===== config.mk =====
export PLATFORM = sky130hd
export DESIGN_NAME = uart_mmio_master
export DESIGN_NICKNAME = d
export VERILOG_FILES = /design/src/rtl/uart_mmio_master.sv
export SDC_FILE = /design/constraint.sdc
export NUM_CORES = 1
export LEC_CHECK = 0
export ABC_AREA = 1
export CORE_MARGIN = 1.5
export CORE_UTILIZATION = 50
export CTS_BUF_LIST = sky130_fd_sc_hd__clkbuf_8
export CTS_CLUSTER_DIAMETER = 80
export DETAILED_ROUTE_END_ITERATION = 6
export GPL_TIMING_DRIVEN = 0
export PLACE_DENSITY = 0.72
export SYNTH_ARGS = -nofsm -noshare
export SYNTH_HDL_FRONTEND = slang
export SYNTH_SLANG_ARGS = --single-unit

===== constraint.sdc =====
create_clock -name clk -period 2.46 [get_ports clk]
set_input_delay 0.492 -clock clk [delete_from_list [all_inputs] [get_ports clk]]
set_output_delay 0.492 -clock clk [all_outputs]
set_load 0.01 [all_outputs]

===== src/rtl/uart_mmio_master.sv =====
// uart_mmio_master
// Bus initiator for the UART MMIO window (0x80 TX data, 0x81 RX data, 0x82 status).
// It drains a small TX byte FIFO into TX data writes. A write is issued only after a
// status poll has shown tx_busy (bit 0) low. Received bytes are fetched when a poll
// shows rx_ready (bit 1) and the local holding register is free.
//
// State table:
//   state | meaning
//   PGAP  | idle before the next status poll (max(POLL_GAP,1) cycles)
//   POLL  | read 0x82, decide READ / WRITE / PGAP from the returned status
//   READ  | read 0x81 into the RX holding register
//   WRITE | write FIFO head to 0x80, pop it
//   WGAP  | idle after a write so tx_busy has risen before the next poll
//
// Ports:
//   clk, rst               clock, synchronous active-high reset
//   s_tx_valid/data/ready  byte stream in (to UART TX)
//   m_rx_valid/data/ready  byte stream out (from UART RX)
//   bus_cs/we/addr/wdata   registered MMIO access strobe and payload
//   bus_rdata              combinational read data from the slave
//   busy                   work pending or an access sequence in progress
module uart_mmio_master #(
    parameter int FIFO_DEPTH = 4,
    parameter int WR_GAP     = 2,
    parameter int POLL_GAP   = 0
) (
    input  logic       clk,
    input  logic       rst,
    input  logic       s_tx_valid,
    input  logic [7:0] s_tx_data,
    output logic       s_tx_ready,
    output logic       m_rx_valid,
    output logic [7:0] m_rx_data,
    input  logic       m_rx_ready,
    output logic       bus_cs,
    output logic       bus_we,
    output logic [7:0] bus_addr,
    output logic [7:0] bus_wdata,
    input  logic [7:0] bus_rdata,
    output logic       busy
);
    localparam int PW = $clog2(FIFO_DEPTH);
    localparam int CW = PW + 1;
    // Gap timers are down-counters; a zero gap still spends one cycle in the gap state.
    localparam logic [15:0] PGAP_LOAD = (POLL_GAP > 0) ? 16'(POLL_GAP - 1) : 16'd0;
    localparam logic [15:0] WGAP_LOAD = (WR_GAP > 0) ? 16'(WR_GAP - 1) : 16'd0;

    typedef enum logic [2:0] {
        ST_PGAP,
        ST_POLL,
        ST_READ,
        ST_WRITE,
        ST_WGAP
    } state_t;

    state_t         state, state_nx;
    logic [15:0]    gap_cnt, gap_cnt_nx;
    logic [7:0]     fifo_mem [FIFO_DEPTH];
    logic [PW-1:0]  wr_ptr, rd_ptr;
    logic [CW-1:0]  count;
    logic           push, pop;

    // Ready comes from the pre-edge count, so a full FIFO being popped this cycle
    // still refuses the incoming byte.
    assign s_tx_ready = (count != CW'(FIFO_DEPTH));
    assign push       = s_tx_valid && s_tx_ready;
    assign pop        = (state == ST_WRITE);
    assign busy       = (count != '0) || m_rx_valid ||
                        (state == ST_READ) || (state == ST_WRITE) || (state == ST_WGAP);

    always_comb begin
        state_nx   = state;
        gap_cnt_nx = gap_cnt;
        case (state)
            ST_PGAP: begin
                if (gap_cnt == '0) state_nx = ST_POLL;
                else               gap_cnt_nx = gap_cnt - 16'd1;
            end
            ST_POLL: begin
                // RX wins: the slave holds only one received byte.
                if (bus_rdata[1] && !m_rx_valid) begin
                    state_nx = ST_READ;
                end else if (!bus_rdata[0] && (count != '0)) begin
                    state_nx = ST_WRITE;
                end else begin
                    state_nx   = ST_PGAP;
                    gap_cnt_nx = PGAP_LOAD;
                end
            end
            ST_READ: begin
                state_nx   = ST_PGAP;
                gap_cnt_nx = PGAP_LOAD;
            end
            ST_WRITE: begin
                state_nx   = ST_WGAP;
                gap_cnt_nx = WGAP_LOAD;
            end
            ST_WGAP: begin
                if (gap_cnt == '0) begin
                    state_nx   = ST_PGAP;
                    gap_cnt_nx = PGAP_LOAD;
                end else begin
                    gap_cnt_nx = gap_cnt - 16'd1;
                end
            end
            default: begin
                state_nx   = ST_PGAP;
                gap_cnt_nx = PGAP_LOAD;
            end
        endcase
    end

    always_ff @(posedge clk) begin
        if (rst) begin
            state      <= ST_PGAP;
            gap_cnt    <= '0;
            bus_cs     <= 1'b0;
            bus_we     <= 1'b0;
            bus_addr   <= 8'h00;
            bus_wdata  <= 8'h00;
            m_rx_valid <= 1'b0;
            m_rx_data  <= 8'h00;
            wr_ptr     <= '0;
            rd_ptr     <= '0;
            count      <= '0;
        end else begin
            state   <= state_nx;
            gap_cnt <= gap_cnt_nx;

            // Bus outputs are registered from the next state so they line up with it.
            bus_cs <= (state_nx == ST_POLL) || (state_nx == ST_READ) || (state_nx == ST_WRITE);
            bus_we <= (state_nx == ST_WRITE);
            case (state_nx)
                ST_POLL:  bus_addr <= 8'h82;
                ST_READ:  bus_addr <= 8'h81;
                ST_WRITE: begin
                    bus_addr  <= 8'h80;
                    // WRITE is entered only from POLL with a non-empty FIFO, so the head is valid.
                    bus_wdata <= fifo_mem[rd_ptr];
                end
                default: ;
            endcase

            if (state == ST_READ) begin
                m_rx_data  <= bus_rdata;
                m_rx_valid <= 1'b1;
            end else if (m_rx_ready) begin
                m_rx_valid <= 1'b0;
            end

            if (push) wr_ptr <= wr_ptr + 1'b1;
            if (pop)  rd_ptr <= rd_ptr + 1'b1;
            case ({push, pop})
                2'b10:   count <= count + 1'b1;
                2'b01:   count <= count - 1'b1;
                default: ;
            endcase
        end
    end

    always_ff @(posedge clk) begin
        if (push && !rst) fifo_mem[wr_ptr] <= s_tx_data;
    end
endmodule


==> summary.md, run 1 <==
| Metric | Value |
|---|---|
| Run status | `complete, no violations` |
| TritonCTS Buffers | `9` |
| Setup crit end kind | `output pin` |
| Slew Viols, Final | `0` |
| Post-placement setup slack | `-4.24 ps` |
| HP Class | `register to register` |
| RSZ-0062 raised after global routing | `false` |
| Initial drt markers | `143` |
| VDD IR max | `0.532 mV` |
| Clock skew | `6.21 ps` |
| CP Data Required Time | `1970 ps` |
| Flops & latches, synth | `80` |
| Vias in the first global route | `2,839` |
| Setup ws final | `113 ps` |
| IO Pins | `49` |
| CTS tree | `yes` |
| Origin of the worst min-delay path | `m_rx_data[2]` |
| RR Endpoint | `count[2]` |
| Setup Crit Path Kind | `register to output pin` |
| Synth Cell Area | `0.00369 sq mm` |
| Crit Reg-Reg Startpoint | `count[1]` |
| NumNets Final | `530` |
| Crit path launch type | `register` |
| Drc violations | `0` |
| # diodes | `0` |
| Antenna Violating Nets Remaining | `0` |
| WL/cell | `13.0 um` |
| Yosys top cell area share | `0.260` |
| Worst Path Arrival | `1860 ps` |
| Count leader, synth | `nand2_1` |
| Core Rows | `31` |
| Total negative slack | `0 ps` |
| Multi-input gate area | `0.00148 sq mm` |
| Tcrit/Tclk final | `0.954` |
| Synth unique cells | `33` |
| Syn_area_per_cell | `8.32 sq um` |
| Max-cap viol count | `0` |
| Fillers | `632` |
| Yosys top cell by area | `dfxtp_1` |
| Die Wd | `89.0 um` |
| Die Y | `89.0 um` |
| Register area share after synthesis | `0.520` |
| Initial Utilization | `0.512` |
| Root Driver | `clkbuf_8` |
| EDFF count, synth | `32` |
| Ys Warns | `0` |
| Utilization after layout | `0.624` |
| Post-place instance area | `0.00426 sq mm` |
| Routed WL | `7900 um` |
| PwrDens | `1000 mW/mm^2` |
| Period minus WS final | `2350 ps` |
| Worst-Skew Late Latency | `360 ps` |
| FFs w/ async S/R, synth | `0` |
| Grt ovf | `0` |
| Power Total | `4.50 mW` |
| Max Buffers Root-to-Sink | `2` |
| Area delta synth->final | `21.9%` |
| Primary FF master, synth | `dfxtp_1` |
| Final GP Congestion | `0.868` |
| Post-route cell area | `0.00450 sq mm` |
| Slowest cell on crit path | `clkdlybuf4s50_1` |
| Total GRT Usage | `0.213` |
| Core Area | `0.00721 sq mm` |
| R2r setup slk | `520 ps` |
| Worst-path clk slew | `90 ps` |
| Finished Layout Cells | `606` |
| Leak | `1.87 nW` |
| Fmax | `426 MHz` |
| Cts hold-fix bufs | `0` |
| Vias | `3,025` |
| TritonRoute pass-1 iters | `5` |
| Placed cells | `590` |
| Worst path max stage delay | `560 ps` |
| Final Setup Violations | `0` |
| Largest net degree at the start of global routing | `17` |
| Worst Max-Slew Pin Slew | `772 ps` |
| R2R cell count | `10` |
| Endpoints failing hold | `0` |
| Initial antenna violation count | `0` |
| DP Wirelength | `5590 um` |
| Vias/cell | `4.99` |
| Seq. cell area | `0.00192 sq mm` |
| Hold Path Depth | `2` |
| Synth top area cells | `dfxtp_1, edfxtp_1, nand2_1` |
| Max H-tree Level | `3` |
| Crit-path max FO | `10` |
| CTS sink cnt | `80` |
| Global-route wire length before repair | `12,800 um` |
| WHS | `446 ps` |
| Die ar. | `0.00791 sq mm` |
| Share of post-route cells with drive strength above 1 | `0.114` |
| Slew headroom | `0.483` |
| Min-Delay Endpoint | `m_rx_data[2]` |
| Number of port buffers | `43` |
| Post-synthesis cell count | `444` |
| Cell Chain, Critical Path | `inv_1 -> nand3_4 -> clkbuf_4 -> nand4_1 -> clkdlybuf4s50_1` |
| Synth top cells by count | `nand2_1, nor2_1, inv_1, dfxtp_1` |
cells by family after synthesis:
kind of cell    synth area share
flops                      0.520
simple gates               0.265
other cells              0.00102
buf+inv                   0.0908
compound gates            0.0938
fa+ha+maj                 0.0291
report_power, final:
part           internal [mW]  total, mW  switching (mW)
Sequential              1.56       1.71           0.146
Clock                  0.492       1.04           0.549
Combinational          0.659       1.75            1.09
Total                   2.71       4.50            1.79
worst max-delay path by stage:
stage          startpoint        endpoint  slack, ps  cells after the start
5_1_grt          state[2]            busy         30                      5
6_report         state[2]            busy        110                      5
2_1_floorplan    state[1]        count[2]        670                      9
4_1_cts          state[1]            busy         40                      5
3_3_place_gp          rst  fifo_mem[0][4]         20                      4
3_5_place_dp          rst  fifo_mem[3][4]         -4                      4
layer usage:
layer / global-route usage / part of all wire
met1: 0.259 / 0.44
met2: 0.374 / 0.51
met3: 0.0332 / 0.030
met4: 0.0993 / 0.018
met5: 0 / 0
timing repair:
item | in CTS | in global routing
setup endpoints to repair | 1 | 1
resized for setup | 4 | 4
cloned | 0 | 0
buffers inserted | 0 | 0
placed cells by master (no fill, tap or decap), types with 7 or more instances in the layout:
cell             count
a21oi_1             25
clkbuf_8            10
clkdlybuf4s50_1     43
dfxtp_1             46
edfxtp_1            32
ha_1                 7
inv_1               55
nand2_1             87
nand3_1             31
nand4_1              9
nor2_1              62
o21ai_0             31
o22ai_1              8
sequential cells by signal, indices dropped and copies added, names as in the netlist, 3 cells and up:
register and count:
gap_cnt 16, m_rx_data 8, count 3, fifo_mem 32
bus_wdata 8, bus_addr 3, state 3
critical path, delay by kind of cell (launching register included):
family	cells	cell delay (ps)
buffers and inverters	3	910
flip-flops	1	370
AND/OR/NAND/NOR	2	240
final cells by class:
class | count | share of cell area
clock inverter | 7 | 0.0192
sequential | 80 | 0.427
inverter | 58 | 0.0483
timing repair buffer | 43 | 0.0956
buffer | 17 | 0.0270
clock buffer | 9 | 0.0275
multi-input combinational | 293 | 0.328
tap | 99 | 0.0275
Power figures use the tool's default switching activity.
==> inputs of run 2 (changes only) <==
Clock period 2.46 ns to 2.8 ns, I/O delays scaled along.
==> summary.md, run 2 (synthesis gave the netlist of run 1 again) <==
| Metric | Value |
|---|---|
| Most frequent cells in the layout | `nand2_1, nor2_1, inv_1` |
| Slowest cell on crit path | `clkdlybuf4s50_1` |
| Antenna Violating Nets Remaining | `0` |
| Setup Crit Path Kind | `register to output pin` |
| Max Buffers Root-to-Sink | `2` |
| Routed WL | `7830 um` |
| Finished Layout Cells | `606` |
| Multi-input gate area | `0.00145 sq mm` |
| Max H-tree Level | `3` |
| Fmax | `381 MHz` |
| IO Pins | `49` |
| PostCTS Resize Cnt | `0` |
| Leak | `1.87 nW` |
| Seq. cell area | `0.00192 sq mm` |
| Worst Max-Slew Pin Slew | `783 ps` |
| Die ar. | `0.00791 sq mm` |
| Largest regs | `fifo_mem: 32 flops, gap_cnt: 16 flops` |
| Hold Path Depth | `2` |
| VDD IR max | `0.467 mV` |
| WL/cell | `12.9 um` |
| Setup ws final | `178 ps` |
| Worst-path clk slew | `90 ps` |
| Period minus WS final | `2620 ps` |
| Met2 Usage GRT | `0.371` |
| TritonCTS Buffers | `9` |
| PwrDens | `880 mW/mm^2` |
| Share of post-route cells with drive strength above 1 | `0.107` |
| CP Data Required Time | `2240 ps` |
| TritonRoute pass-1 iters | `4` |
| Total negative slack | `0 ps` |
| CTS tree | `yes` |
| HP Class | `register to register` |
| RSZ-0062 raised after global routing | `false` |
| Global-route wire length before repair | `12,700 um` |
| Die Y | `89.0 um` |
| Origin of the worst min-delay path | `m_rx_data[2]` |
| Cts hold-fix bufs | `0` |
| Vias/cell | `4.97` |
| Setup crit end kind | `output pin` |
| Vias in the first global route | `2,827` |
| Drc violations | `0` |
| Total GRT Usage | `0.213` |
| Core Rows | `31` |
| Run status | `complete, no violations` |
| Initial drt markers | `158` |
| Placed cells | `590` |
| Most common cell after layout, fill and taps aside | `nand2_1` |
| Fillers | `639` |
| Cell Chain, Critical Path | `inv_1 -> nor3_1 -> inv_1 -> nand4_1 -> clkdlybuf4s50_1` |
| CTS sink cnt | `80` |
| Crit path launch type | `register` |
| Met3 usage | `0.0332` |
| Initial antenna violation count | `0` |
| Met1 usage | `0.259` |
| Cell mode on critical path | `inv_1` |
| Vias | `3,011` |
| Largest register by flop count | `fifo_mem` |
| Number of port buffers | `43` |
| Tcrit/Tclk final | `0.937` |
| NumNets Final | `530` |
| Area delta synth->final | `21.1%` |
| Post-place instance area | `0.00426 sq mm` |
| Crit-path max FO | `4` |
| Post-CTS Setup Repair Bufs | `0` |
| Max FFs per register | `32` |
| Die Wd | `89.0 um` |
| Worst path max stage delay | `550 ps` |
| Root Driver | `clkbuf_8` |
| RR Endpoint | `count[2]` |
| Clock skew | `5.68 ps` |
| GR peak layer | `met2` |
| Slew headroom | `0.476` |
| Min-Delay Endpoint | `m_rx_data[2]` |
| Final GP Congestion | `0.868` |
| Core Area | `0.00721 sq mm` |
| Slew Viols, Final | `0` |
| Initial Utilization | `0.512` |
| R2r setup slk | `710 ps` |
| Post-placement setup slack | `268 ps` |
| Largest net degree at the start of global routing | `17` |
| Worst Path Arrival | `2060 ps` |
| DP Wirelength | `5590 um` |
| R2R cell count | `9` |
| Grt ovf | `0` |
| # diodes | `0` |
| Post-route cell area | `0.00447 sq mm` |
| Worst-Skew Late Latency | `360 ps` |
| Max-cap viol count | `0` |
| Crit Reg-Reg Startpoint | `state[1]` |
| Endpoints failing hold | `0` |
| Final Setup Violations | `0` |
-- run 2: cell type report --
cell class                 instances  share of cell area
buffer                            17              0.0266
sequential                        80               0.430
clock inverter                     7              0.0193
multi-input combinational        293               0.324
timing repair buffer              43              0.0962
inverter                          58              0.0487
clock buffer                       9              0.0277
tap                               99              0.0277
-- run 2: worst max path at each step --
stage	startpoint	to	slack, ps	depth (start not counted)
after floorplan	state[1]	count[2]	1010	9
after global placement	rst	fifo_mem[0][4]	290	4
after detailed placement	rst	fifo_mem[3][4]	270	4
after CTS	state[2]	busy	60	5
after global routing	state[1]	busy	80	5
final	state[1]	busy	180	5
-- run 2: stage by stage --
step           hold WS [ps]  power (mW)   util
2_1_floorplan           452        2.68      -
3_3_place_gp            430        3.02  0.591
3_5_place_dp            437        3.06  0.591
4_1_cts                 450        3.96  0.620
5_1_grt                 469        4.24  0.620
6_report                447        3.94  0.620
-- run 2: critical path, delay by kind of cell (launching register included) --
kind	cells	cell delay (ps)
buffers and inverters	3	800
DFF	1	390
and+or+nand+nor	2	510
-- run 2: where the power goes --
group,internal (mW),switching [mW]
Combinational,0.577,0.948
Sequential,1.37,0.128
Clock,0.432,0.481
-- run 2: layer usage --
| layer | part of all wire | vias to the layer above | wire length (um) |
|---|---|---|---|
| li1 | - | 1553 | - |
| met3 | 0.028 | 8 | 216 |
| met5 | 0 | - | 0 |
| met2 | 0.50 | 42 | 3930 |
| met4 | 0.013 | 0 | 98 |
| met1 | 0.46 | 1408 | 3590 |
==> inputs of run 3 (changes only) <==
Settings changed: ABC_AREA 1 to not set, PLACE_DENSITY 0.72 to 0.73.
==> summary.md, run 3 <==
| Metric | Value |
|---|---|
| Fmax | `405 MHz` |
| Max FFs per register | `32` |
| Tcrit/Tclk final | `0.881` |
| Number of port buffers | `42` |
| Grt ovf | `0` |
| EDFF count, synth | `32` |
| Worst Max-Slew Pin Slew | `810 ps` |
| Post-CTS Setup Repair Bufs | `0` |
| PwrDens | `821 mW/mm^2` |
| HP Class | `register to register` |
| DP Wirelength | `4300 um` |
| Crit path launch | `gap_cnt[6]` |
| Initial antenna violation count | `0` |
| Yosys top cell area share | `0.291` |
| Ys Warns | `0` |
| Initial drt markers | `193` |
| Synth top area cells | `dfxtp_1, edfxtp_1, mux4_2` |
| Setup crit end kind | `register` |
| Worst Path Arrival | `2680 ps` |
| Primary FF master, synth | `dfxtp_1` |
| Vias | `2,278` |
| Largest net degree at the start of global routing | `15` |
| Endpoints failing hold | `0` |
| Synth Cell Area | `0.00330 sq mm` |
| NumNets Final | `368` |
| Fillers | `508` |
| Largest register by flop count | `fifo_mem` |
| Origin of the worst min-delay path | `gap_cnt[5]` |
| Most common cell after layout, fill and taps aside | `dfxtp_1` |
| Antenna Violating Nets Remaining | `0` |
| Die Wd | `84.3 um` |
| Cts hold-fix bufs | `0` |
| VDD IR max | `0.508 mV` |
| Root Driver | `clkbuf_8` |
| CTS sink cnt | `80` |
| Largest regs | `fifo_mem: 32 flops, gap_cnt: 16 flops` |
| Setup ws final | `333 ps` |
| Setup Crit Path Kind | `register to register` |
| Worst-Skew Late Latency | `350 ps` |
| Flops & latches, synth | `80` |
| Crit Reg-Reg Startpoint | `gap_cnt[6]` |
| TritonRoute pass-1 iters | `5` |
| Core Rows | `29` |
| Synth top cells by count | `dfxtp_1, nor2_1, edfxtp_1, a21oi_1, mux2i_1` |
| Synth unique cells | `42` |
| Clock skew | `8.71 ps` |
| Post-placement setup slack | `187 ps` |
| Cell Chain, Critical Path | `or4_4 -> nor2_1 -> a311oi_1 -> o21bai_1 -> clkbuf_1 -> a21oi_1` |
| CP Data Required Time | `3010 ps` |
| Core Area | `0.00635 sq mm` |
| WL/cell | `14.9 um` |
| Slew headroom | `0.460` |
| Routed WL | `6270 um` |
| Register area share after synthesis | `0.582` |
| CTS tree | `yes` |
| Worst-path clk slew | `80 ps` |
| Slowest cell on crit path | `or4_4` |
| Drc violations | `0` |
| RSZ-0062 raised after global routing | `false` |
| FFs w/ async S/R, synth | `0` |
| Die ar. | `0.00710 sq mm` |
| Max Buffers Root-to-Sink | `2` |
| Global-route wire length before repair | `10,400 um` |
| Max-cap viol count | `0` |
| Area delta synth->final | `22.6%` |
| Post-synthesis cell count | `283` |
| CP Buf/Inv Count | `1` |
| Yosys top cell by area | `dfxtp_1` |
| Slew Viols, Final | `0` |
| TritonCTS Buffers | `9` |
| Share of post-route cells with drive strength above 1 | `0.116` |
| Most frequent cells in the layout | `dfxtp_1, clkdlybuf4s50_1, nor2_1` |
| Final GP Congestion | `0.814` |
| Total negative slack | `0 ps` |
| Leak | `1.43 nW` |
| Worst path max stage delay | `570 ps` |
| # diodes | `0` |
| Run status | `complete, no violations` |
| Vias/cell | `5.40` |
| Top delay family on crit path | `simple AND/OR/NAND/NOR gates` |
| Period minus WS final | `2470 ps` |
| Die Y | `84.3 um` |
| Max H-tree Level | `3` |
| Crit-path max FO | `10` |
| Syn_area_per_cell | `11.7 sq um` |
| Count leader, synth | `dfxtp_1` |
| Final Setup Violations | `0` |
| Vias in the first global route | `2,144` |
| PostCTS Resize Cnt | `0` |
| IO Pins | `49` |
| Initial Utilization | `0.520` |
| Total GRT Usage | `0.187` |
| Crit path launch type | `register` |
==> run 3: changes by cell type in the layout (fill, tap and decap cells not counted), moves of 9 or more <==
cell | previous run | this run
inv_1 | 55 | 14
nand2_1 | 87 | 10
nor2_1 | 62 | 34
nand4_1 | 9 | 0
clkbuf_1 | 2 | 12
nand3_1 | 32 | 4
mux2i_1 | 0 | 16
o21ai_0 | 31 | 8
==> run 3: layout make-up <==
cell class | instances | area, sq um | area share
clock inverters | 7 | 88.8 | 0.0220
flip-flops and latches | 80 | 1920 | 0.475
multi-input cells | 177 | 1260 | 0.312
repair buffers | 42 | 420 | 0.104
plain buffers | 17 | 82.6 | 0.0204
inverters | 13 | 48.8 | 0.0121
well taps | 77 | 96.3 | 0.0238
clock buffers | 9 | 124 | 0.0306
==> run 3: path summary, 6_finish.rpt <==
kind                                     to  slack (ps)  depth (start not counted)
worst max-delay path            gap_cnt[15]         330                          6
worst min-delay path             gap_cnt[5]         480                          2
worst max register to register  gap_cnt[15]         330                          6
worst min register to register   gap_cnt[5]         480                          2
==> run 3: routing by layer <==
metal	share of wire	track usage	vias to the layer above	wire length, um
met3	0.042	0.0315	11	266
li1	-	-	1122	-
met1	0.47	0.252	1090	2940
met5	0	0	-	0
met4	0.018	0.0939	0	115
met2	0.47	0.295	55	2950
==> run 3: stage by stage <==
stage | power [mW] | util | cell area [sq um] | cells | hold slack, ps
after floorplan | 2.15 | - | 3320 | 287 | 448
after global placement | 2.40 | 0.604 | 3830 | 406 | 455
after detailed placement | 2.44 | 0.604 | 3830 | 406 | 464
after CTS | 3.33 | 0.637 | 4050 | 422 | 482
after global routing | 3.52 | 0.637 | 4050 | 422 | 515
final | 3.32 | 0.637 | 4050 | 422 | 481
==> run 3: power by group <==
part | internal, mW | switching, mW | total [mW]
Combinational | 0.436 | 0.529 | 0.966
Clock | 0.496 | 0.404 | 0.900
Sequential | 1.35 | 0.105 | 1.46
Total | 2.28 | 1.04 | 3.32
==> run 3: cell families after synthesis <==
family,share of synthesized area
simple gates,0.145
flops,0.582
other cells,0.00114
compound gates,0.0826
fa+ha+maj,0.0326
buf+inv,0.0398
xor+xnor,0.0133
mux,0.103
==> run 3: worst reg2reg max path: stages, from the launching register on <==
cell      delay, ps
dfxtp_1         350
or4_4           570
nor2_1          340
a311oi_1        150
o21bai_1        380
clkbuf_1        440
a21oi_1         100
